==> config.mk <==
export PLATFORM = sky130hd
export DESIGN_NAME = instruction_fetch
export DESIGN_NICKNAME = d
export VERILOG_FILES = /design/src/rtl/instruction_fetch.sv
export SDC_FILE = /design/constraint.sdc
export NUM_CORES = 1
export LEC_CHECK = 0
export CORE_UTILIZATION = 46
export CTS_CLUSTER_DIAMETER = 50
export DETAILED_ROUTE_END_ITERATION = 16
export GPL_TIMING_DRIVEN = 0
export PLACE_DENSITY = 0.78
export SYNTH_ARGS = -nofsm -noshare
export SYNTH_HDL_FRONTEND = slang
export SYNTH_SLANG_ARGS = --single-unit
==> constraint.sdc <==
create_clock -name clk -period 2.4 [get_ports clk]
set_input_delay 0.24 -clock clk [delete_from_list [all_inputs] [get_ports clk]]
set_output_delay 0.24 -clock clk [all_outputs]
set_load 0.05 [all_outputs]
==> src/rtl/instruction_fetch.sv <==
// Fetch stage: owns the PC, addresses instruction memory, and fills the IF/ID register.
// It also handles hazard stalls, branch/jump redirects, a one-cycle boot warm-up, and
// halting on an illegal PC or an all-zero instruction word.
module instruction_fetch #(
  parameter int unsigned         MEM_SIZE = 128,
  parameter int unsigned         XLEN     = 32,
  parameter logic [XLEN-1:0]     RESET_PC = '0,
  localparam int unsigned        AW       = $clog2(MEM_SIZE)
) (
  input  logic            clk,
  input  logic            rst,
  output logic [AW-1:0]   imem_addr,
  input  logic [31:0]     imem_data,
  input  logic            stall_i,
  input  logic            redirect_i,
  input  logic [XLEN-1:0] redirect_pc_i,
  output logic            if_id_valid,
  output logic [XLEN-1:0] if_id_pc,
  output logic [XLEN-1:0] if_id_pc4,
  output logic [31:0]     if_id_instr,
  output logic            halted,
  output logic [1:0]      halt_cause
);

  localparam logic [1:0] ST_BOOT = 2'd0;
  localparam logic [1:0] ST_RUN  = 2'd1;
  localparam logic [1:0] ST_HALT = 2'd2;

  localparam logic [1:0] CAUSE_NONE  = 2'b00;
  localparam logic [1:0] CAUSE_ALIGN = 2'b01;
  localparam logic [1:0] CAUSE_RANGE = 2'b10;
  localparam logic [1:0] CAUSE_ZERO  = 2'b11;

  localparam logic [31:0] NOP = 32'h0000_0013;

  // Highest PC whose four bytes all lie inside memory; anything above would wrap the
  // byte address while the memory assembles the word.
  localparam logic [XLEN-1:0] LAST_WORD = XLEN'(MEM_SIZE - 4);

  logic [1:0]      state_q, state_d;
  logic [XLEN-1:0] pc_q, pc_d;
  logic            valid_q, valid_d;
  logic [31:0]     instr_q, instr_d;
  logic [XLEN-1:0] ipc_q, ipc_d;
  logic [XLEN-1:0] ipc4_q, ipc4_d;
  logic [1:0]      cause_q, cause_d;

  assign imem_addr   = pc_q[AW-1:0];
  assign if_id_valid = valid_q;
  assign if_id_pc    = ipc_q;
  assign if_id_pc4   = ipc4_q;
  assign if_id_instr = instr_q;
  assign halted      = (state_q == ST_HALT);
  assign halt_cause  = cause_q;

  // Next-state: redirect beats stall, stall beats fault checks, faults beat capture.
  always_comb begin
    state_d = state_q;
    pc_d    = pc_q;
    valid_d = valid_q;
    instr_d = instr_q;
    ipc_d   = ipc_q;
    ipc4_d  = ipc4_q;
    cause_d = cause_q;
    case (state_q)
      ST_BOOT: begin
        state_d = ST_RUN;
      end
      ST_RUN: begin
        if (redirect_i) begin
          // Target is not checked here; a bad target faults on its own fetch cycle.
          pc_d    = redirect_pc_i;
          valid_d = 1'b0;
        end else if (!stall_i) begin
          if (pc_q[1:0] != 2'b00) begin
            state_d = ST_HALT;
            cause_d = CAUSE_ALIGN;
            valid_d = 1'b0;
          end else if (pc_q > LAST_WORD) begin
            state_d = ST_HALT;
            cause_d = CAUSE_RANGE;
            valid_d = 1'b0;
          end else if (imem_data == 32'h0) begin
            state_d = ST_HALT;
            cause_d = CAUSE_ZERO;
            valid_d = 1'b0;
          end else begin
            instr_d = imem_data;
            ipc_d   = pc_q;
            ipc4_d  = pc_q + XLEN'(4);
            valid_d = 1'b1;
            pc_d    = pc_q + XLEN'(4);
          end
        end
      end
      ST_HALT: begin
        valid_d = 1'b0;
        if (redirect_i) begin
          pc_d    = redirect_pc_i;
          cause_d = CAUSE_NONE;
          state_d = ST_RUN;
        end
      end
      default: begin
        state_d = ST_BOOT;
        valid_d = 1'b0;
      end
    endcase
  end

  // State registers with synchronous active-high reset.
  always_ff @(posedge clk) begin
    if (rst) begin
      state_q <= ST_BOOT;
      pc_q    <= RESET_PC;
      valid_q <= 1'b0;
      instr_q <= NOP;
      ipc_q   <= '0;
      ipc4_q  <= '0;
      cause_q <= CAUSE_NONE;
    end else begin
      state_q <= state_d;
      pc_q    <= pc_d;
      valid_q <= valid_d;
      instr_q <= instr_d;
      ipc_q   <= ipc_d;
      ipc4_q  <= ipc4_d;
      cause_q <= cause_d;
    end
  end

endmodule
======== After elaboration in Yosys (flattened, before gate mapping) ========
Index checks and enable logic that the tools add are counted.
Widths: inputs -> output; s select.
cells by class
  shift operators ......................... 0
  divide/modulo/power cells ............... 0
  reductions and logical operators ........ 9
  $lt $le $gt $ge ......................... 1
  multipliers ............................. 0
  bitwise operators ....................... 6
  eq/ne operators ......................... 10
  $add $sub $neg .......................... 1
  mux-type cells .......................... 27
operator list
  kind                   number
  $mux 32                6
  $pmux 32 s2            1
  $add 32x3->32 const B  1
  $gt 32x7->1 const B    1
  $logic_not 32->1       1
  $mux 2                 12
  $ne 3x3->1 const B     4
  $reduce_and 6->1       2
  $ne 2x2->1 const B     3
  $not 1->1              6
  $pmux 2 s3             1
  $mux 1                 5
  $reduce_and 5->1       1
  $ne 4x4->1 const B     1
  $pmux 2 s2             1
  $reduce_and 4->1       1
  $reduce_bool 2->1      2
  $eq 2x1->1 const B     1
  $eq 2x2->1 const B     1
  $logic_not 2->1        1
  $pmux 1 s2             1
  $reduce_and 2->1       1
word-level totals
  latch bits .............................. 0
  register bits after elaboration ......... 133
  memories ................................ 0
  ROM bits ................................ 0
  output and inout bits ................... 107
  bits in writable memories ............... 0
  word-level logic and storage cells ...... 61

======== Longest topological paths before layout ========
Gate-level depths: netlist of run 1.
  word-level depth ........................ 7
  gate-level depth with buffers ........... 10

======== Worst setup path after synthesis of run 1 ========
OpenSTA, ideal clock, no wires.
  kind .................................... flip-flop to flip-flop
  from .................................... reg state_q[0]
  to ...................................... reg pc_q[10]
  stages on the path, launching flop included .. 9
  slack ................................... 0.003 ns
  arrival ................................. 2.327 ns
  required time ........................... 2.330 ns
  library setup time ...................... 0.070 ns
  cell sequence ........................... dfxtp_1 inv_1 ha_1 clkbuf_1 or2_2 clkbuf_1 or4_1 a211o_1 a21oi_1
on the way
  cells in the longest elaborated chain, start to end .. 3
  elaborated cells on any way between the ends .. 10
RTL lines
  what                                                       RTL line  text
  start, declared                                            40        logic [1:0] state_q, state_d;
  start signal, assigned                                     122       state_q <= state_d;
  $eq 2x2->1 (*)                                             -
  net halted                                                 21        output logic halted,
  $ne 2x2->1 (no line) or $reduce_bool 2->1 (tied branches)  -
  $reduce_and 6->1 (no line)                                 -
  end signal, assigned                                       123       pc_q <= pc_d;
  end, declared                                              41        logic [XLEN-1:0] pc_q, pc_d;
The timed path passes the listed nets; every way through them passes the cells marked *.
A chain may end at the register's enable or synchronous reset.

======== Worst setup path after layout of run 1 ========
  from .................................... reg state_q[0]
  to ...................................... reg pc_q[20]
on the way
  cells in the longest elaborated chain, start to end .. 3
  elaborated cells on any way between the ends .. 10
RTL lines
  what                                                RTL line  text
  $eq 2x1->1 or $eq 2x2->1 (tied branches)            65        case (state_q)
  $ne 3x3->1 (no line), or another cell as far along  -
  $reduce_and 6->1 (no line)                          -
Several ways; a longest one is shown, not always the timed one.

==> results.json, run 1 <==
{
  "cts_buffers": 17,
  "post-route-min-period_ps": 2321,
  "p_comb_share_pct": 30.0,
  "design_area_sq_um": 7875,
  "die-height_um": 109.2,
  "synth_top_cell_by_area": "dfxtp_1",
  "endpoint_kind": "register",
  "syn_area_sq_um": 5288,
  "synth-seq-cells": 131,
  "power.share.switching_pct": 34.75,
  "syn2layout_area_growth_pct": 48.94,
  "clock_path_buffers": 2,
  "dp_slack_ps": -408.7,
  "drive_gt1_share_pct": 9.560,
  "crit_arrival_ps": 2680,
  "relSlewSlack_pct": 55.66,
  "dr.pass1.iters": 8,
  "placed_area_sq_um": 7194,
  "syn_area_per_cell_sq_um": 8.992,
  "cts_tree": "built",
  "power.total_mw": 7.207,
  "ctsHoldBuffers": 0,
  "start_kind": "register",
  "fin_util_pct": 71.39,
  "insertion_delay_ps": 420,
  "std_cell_rows": 38,
  "synthTopCellsByArea": "dfxtp_1 (50%), and2_1 (6.3%), a21oi_1 (5.9%)",
  "post_drt_wl_per_cell_um": 17.05,
  "seq_power_share_pct": 34.8,
  "portBuffers": 173,
  "synthCells": 588,
  "fp.dieW_um": 109.2,
  "ctsHtreeMaxLevel": 4,
  "grt_overflow": 0,
  "yosysMostFrequentCell": "dfxtp_1",
  "floorplan.initialDensity_pct": 47.94,
  "synth_edf_count": 0,
  "slew_violations": 0,
  "p_leak_nw": 2.775,
  "rsz0062_at_grt": "no",
  "vias": 5186,
  "p_switching_mw": 2.505,
  "syn_nets": 660,
  "postRouteAntennaNets": 0,
  "irDropWorstVdd_uv": 538.3,
  "tightest_slew_ps": 665.1,
  "antennaDiodeCount": 0,
  "dieArea_sq_um": 11930,
  "synth_seq_area_share_pct": 49.60,
  "drtIter0Drc": 361,
  "status": "finished clean",
  "netlist-cell-type-count": 55,
  "setup_viol": 0,
  "drv_cap": 0,
  "cts_sinks": 131,
  "grt_pass1_wl_mm": 24.45,
  "max_freq_mhz": 430.9,
  "netlist.area_leader.share_pct": 49.60,
  "p_clk_share_pct": 35.1,
  "p_per_area_nw_per_um2": 915.2,
  "grt_antenna_before_repair": 0,
  "grt_use_total_pct": 26.66,
  "cp_max_fo": 10,
  "grt_max_degree": 17,
  "worstPathRequired_ps": 2760,
  "crit_type": "reg -> reg",
  "path_clk_slew_ps": 60,
  "core_sq_um": 11030,
  "fin_skew_ps": 10.09,
  "period_share_pct": 96.70,
  "async_flop_share_pct": 0,
  "hold_ws_ps": 396.9,
  "holdCritPathClass": "in -> reg",
  "gp_routability_congestion": 0.9607,
  "drcViolationCount": 0,
  "synthTopCellsByCount": "dfxtp_1 (131), a21oi_1 (62), and2_1 (53), nand3_1 (53), nand2_1 (47)",
  "final_nets": 854,
  "synthFlopType": "dfxtp_1",
  "totalWireLength_mm": 15.95,
  "finalHoldViolCount": 0,
  "first_global_vias": 5107,
  "nFillCells": 859,
  "vias_per_cell": 5.547,
  "io-pin-count": 175,
  "dp_hpwl_mm": 11.43,
  "root_buffer": "clkbuf_16",
  "yosys_warnings": 0,
  "fin_ws_ps": 79.24,
  "intPower_mw": 4.703
}
timing repair:
item | CTS | global route
buffers inserted | 3 | 0
setup endpoints to repair | 102 | 95
pin swaps | 2 | 0
gates resized for setup | 7 | 12
layout by cell type, fill, tap and decap left out, drive strengths merged, types with 6 or more instances in the layout:
cell and instances:
nand4 6, o21ai 44, mux2i 16, clkinv 6
inv 7, nand2 47, nand3 53, nand2b 9
and2 53, o31ai 7, clkbuf 51, nor2 19
buf 20, dfxtp 131, clkdlybuf4s50 173, a21oi 62
nor4 16
worst max-delay path: stages, from the launching register on:
cell and delay, ps:
dfxtp_1 350, inv_1 70, ha_1 210, clkbuf_2 220
nor2_4 280, nand3_1 270, or4_1 480, a21oi_1 210
a32o_1 160
kinds of logic (layout without fill, tap and decap cells):
| kind of cell | count (synthesis) | count (layout) | synth area share [%] |
|---|---|---|---|
| and+or+nand+nor | 232 | 232 | 23.85 |
| adders and majority gates | 4 | 4 | 0.9466 |
| xor gates and xnor gates | 4 | 4 | 0.6627 |
| muxes | 17 | 17 | 3.242 |
| AOI/OAI and AO/OA | 143 | 143 | 16.71 |
| buffers and inverters | 57 | 264 | 4.993 |
| DFF | 131 | 131 | 49.60 |
layout make-up:
| class | count | area (sq um) | area share (%) |
|---|---|---|---|
| inverters | 5 | 18.77 | 0.2383 |
| plain buffers | 51 | 250.2 | 3.178 |
| clock inverters | 15 | 156.4 | 1.986 |
| repair buffers | 176 | 1754 | 22.28 |
| multi-input cells | 400 | 2472 | 31.39 |
| flip-flops and latches | 131 | 2623 | 33.30 |
| well taps | 140 | 175.2 | 2.224 |
| clock buffers | 17 | 425.4 | 5.402 |
registers in the layout, summed over array words and instances (netlist names):
name	cells
halt_cause	2
if_id_instr	32
if_id_pc	32
pc_q	32
state_q	2
if_id_pc4	30
if_id_valid	1
per-layer routing:
layer  part of all wire [%]  GRT usage (%)  up-vias  wire length [um]
met4                    2.2          11.52        0               355
met5                      0              0        -                 0
met3                     11          10.76       34              1815
met2                     46          43.35      260              7413
li1                       -              -     2476                 -
met1                     40          30.90     2416              6360
worst paths after layout:
| check | start | end | slack (ps) | depth (start not counted) |
|---|---|---|---|---|
| worst max-delay path | state_q[0]$_SDFFE_PP0P_ | pc_q[20]$_SDFFE_PP0P_ | 80 | 8 |
| worst min-delay path | redirect_pc_i[25] | pc_q[25]$_SDFFE_PP0P_ | 400 | 3 |
| worst max register to register | state_q[0]$_SDFFE_PP0P_ | pc_q[20]$_SDFFE_PP0P_ | 80 | 8 |
| worst min register to register | if_id_valid$_SDFFE_PP0P_ | if_id_valid$_SDFFE_PP0P_ | 460 | 2 |
power groups by stage:
stage | Combinational (mW) | Sequential [mW] | Clock [mW]
final | 2.17 | 2.51 | 2.53
after global routing | 2.30 | 2.53 | 2.67
after CTS | 2.10 | 2.50 | 2.55
after detailed placement | 2.00 | 2.54 | 0
after global placement | 1.96 | 2.53 | 0
after floorplan | 1.16 | 2.72 | 0
through the flow:
step / std cells / setup TNS (ps)
4_1_cts: 936 / 0
5_1_grt: 935 / 0
3_3_place_gp: 901 / -23020
2_1_floorplan: 588 / 0
6_report: 935 / 0
3_5_place_dp: 901 / -24150
Power figures use the tool's default switching activity.
==> run 2: changes to the inputs <==
CTS_CLUSTER_SIZE = 10   (was default)
==> results of run 2 <==
Same layout as run 1: the final DEF is identical, and so are final timing and power.
==> run 3: changes to the inputs <==
CORE_UTILIZATION = 55   (was 46)
DONT_BUFFER_PORTS = 1   (was default)
PLACE_DENSITY = 0.68   (was 0.78)
==> run 3 against run 2 <==
Critical path depth fell by 1; register-to-register slack about the same; clock skew decreased by 1.8 ps; hold slack lost 390 ps; cell area decreased by 15%; via count fell by 5.8%; largest cell class unchanged; highest routed layer unchanged.
==> results.json, run 3 (synthesized netlist as in run 1, its figures left out) <==
{
  "tightest_slew_ps": 700.1,
  "crit_buf_inv": 2,
  "drv_cap": 0,
  "cp_top_family": "compound AO/OA/AOI/OAI gates",
  "final_common_cell": "dfxtp_1",
  "dpl.cell_count": 717,
  "p_leak_nw": 2.390,
  "dr.pass1.iters": 5,
  "fp.dieW_um": 100.1,
  "startpoint": "pc_q[11]$_SDFFE_PP0P_",
  "final_nets": 736,
  "first_global_vias": 4638,
  "floorplan.initialDensity_pct": 56.95,
  "crit_arrival_ps": 2770,
  "holdCritPathClass": "in -> reg",
  "period_share_pct": 97.15,
  "hold-path-cell-count": 2,
  "max_freq_mhz": 428.9,
  "core_sq_um": 9284,
  "stdcell_count": 806,
  "cp_slowest_cell": "nor4_1",
  "dieArea_sq_um": 10010,
  "path_depth": 7,
  "vias": 4884,
  "reg2reg_depth": 7,
  "fin_util_pct": 72.17,
  "worstPathRequired_ps": 2840,
  "r2r-end": "pc_q[21]$_SDFFE_PP0P_",
  "clock_path_buffers": 2,
  "portBuffers": 0,
  "relSlewSlack_pct": 53.33,
  "rsz0062_at_grt": "no",
  "vias_per_cell": 6.060,
  "postRouteAntennaNets": 0,
  "insertion_delay_ps": 520,
  "timing.setup.tns_ps": 0,
  "min_from": "redirect_pc_i[4]",
  "intPower_mw": 4.427,
  "irDropWorstVdd_uv": 550.6,
  "drive_gt1_share_pct": 11.52,
  "seq_power_share_pct": 39.4,
  "start_kind": "register",
  "min_to": "pc_q[4]$_SDFFE_PP0P_",
  "grt_max_degree": 17,
  "hold_ws_ps": 8.282,
  "p_switching_mw": 2.563,
  "reg2reg_slack_ps": 70,
  "grt_antenna_before_repair": 0,
  "p_clk_share_pct": 35.6,
  "path_clk_slew_ps": 60,
  "power.total_mw": 6.989,
  "setup_viol": 0,
  "std_cell_rows": 35,
  "post_drt_wl_per_cell_um": 19.01,
  "cts_buffers": 17,
  "totalWireLength_mm": 15.32,
  "dp_hpwl_mm": 9.840,
  "cts_tree": "built",
  "p_comb_share_pct": 24.9,
  "final_cell_mix": "dfxtp_1 (131), a21oi_1 (61), dlygate4sd3_1 (56), and2_1 (53), nand3_1 (52)",
  "root_buffer": "clkbuf_8",
  "cp_cell_sequence": "nor4_1, nand4_1, buf_4, a211o_1, o31ai_2, buf_6, mux2i_1",
  "grt_pass1_wl_mm": 23.06,
  "endpoint_kind": "register",
  "status": "finished clean",
  "syn2layout_area_growth_pct": 26.72,
  "post-route-min-period_ps": 2332,
  "p_per_area_nw_per_um2": 1043,
  "io-pin-count": 175,
  "timing.rr.start": "pc_q[11]$_SDFFE_PP0P_",
  "antennaDiodeCount": 0,
  "ctsHtreeMaxLevel": 4,
  "gp_routability_congestion": 0.9050,
  "drcViolationCount": 0,
  "cp_max_fo": 10,
  "grt_overflow": 0,
  "finalHoldViolCount": 0,
  "die-height_um": 100.1,
  "max_stage_delay_ps": 390,
  "grt_use_total_pct": 29.88,
  "cts_sinks": 131,
  "fin_skew_ps": 8.316,
  "drtIter0Drc": 241,
  "slew_violations": 0,
  "power.share.switching_pct": 36.66,
  "crit_type": "reg -> reg"
}
==> run 3: power groups by stage <==
stage	Sequential [mW]	Combinational (mW)	Clock, mW
3_3_place_gp	2.78	1.43	0
6_report	2.76	1.74	2.49
5_1_grt	2.77	1.84	2.61
4_1_cts	2.74	1.61	2.51
2_1_floorplan	2.72	1.16	0
3_5_place_dp	2.78	1.46	0
==> run 3: timing repair <==
| item | CTS | global route |
|---|---|---|
| buffers inserted | 1 | 1 |
| pin swaps | 1 | 1 |
| gates resized for setup | 11 | 17 |
| hold endpoints to repair | 56 | 0 |
| hold buffers | 56 | 0 |
| setup endpoints to repair | 100 | 103 |
==> run 3: cell type report <==
cell class	count	area, sq um
Buffer	51	257.7
Clock buffer	18	427.9
Clock inverter	14	142.6
Fill cell	731	2584
Inverter	5	18.77
Multi-Input combinational cell	400	2494
Sequential cell	131	2623
Tap cell	129	161.4
Timing Repair Buffer	58	575.6
==> run 3: worst max-delay path by stage <==
| stage | endpoint | slack (ps) |
|---|---|---|
| floorplan | pc_q[10]$_SDFFE_PP0P_ | 3 |
| global placement | pc_q[20]$_SDFFE_PP0P_ | -340 |
| detailed placement | pc_q[20]$_SDFFE_PP0P_ | -360 |
| CTS | if_id_pc4[15]$_SDFFE_PP0P_ | 7 |
| global route | pc_q[4]$_SDFFE_PP0P_ | 5 |
| finish | pc_q[21]$_SDFFE_PP0P_ | 70 |
==> run 3: layer usage <==
layer	part of all wire (%)	global-route usage, %
met5	0	0
met4	2.6	12.93
met3	10	8.983
met2	48	49.12
met1	39	36.42
==> run 3: stage by stage <==
step,cell area [sq um],setup WS [ps]
after floorplan,5288,2.581
after global routing,6700,4.795
final,6700,68.47
after global placement,5449,-342.0
after detailed placement,5449,-359.7
after CTS,6635,6.968
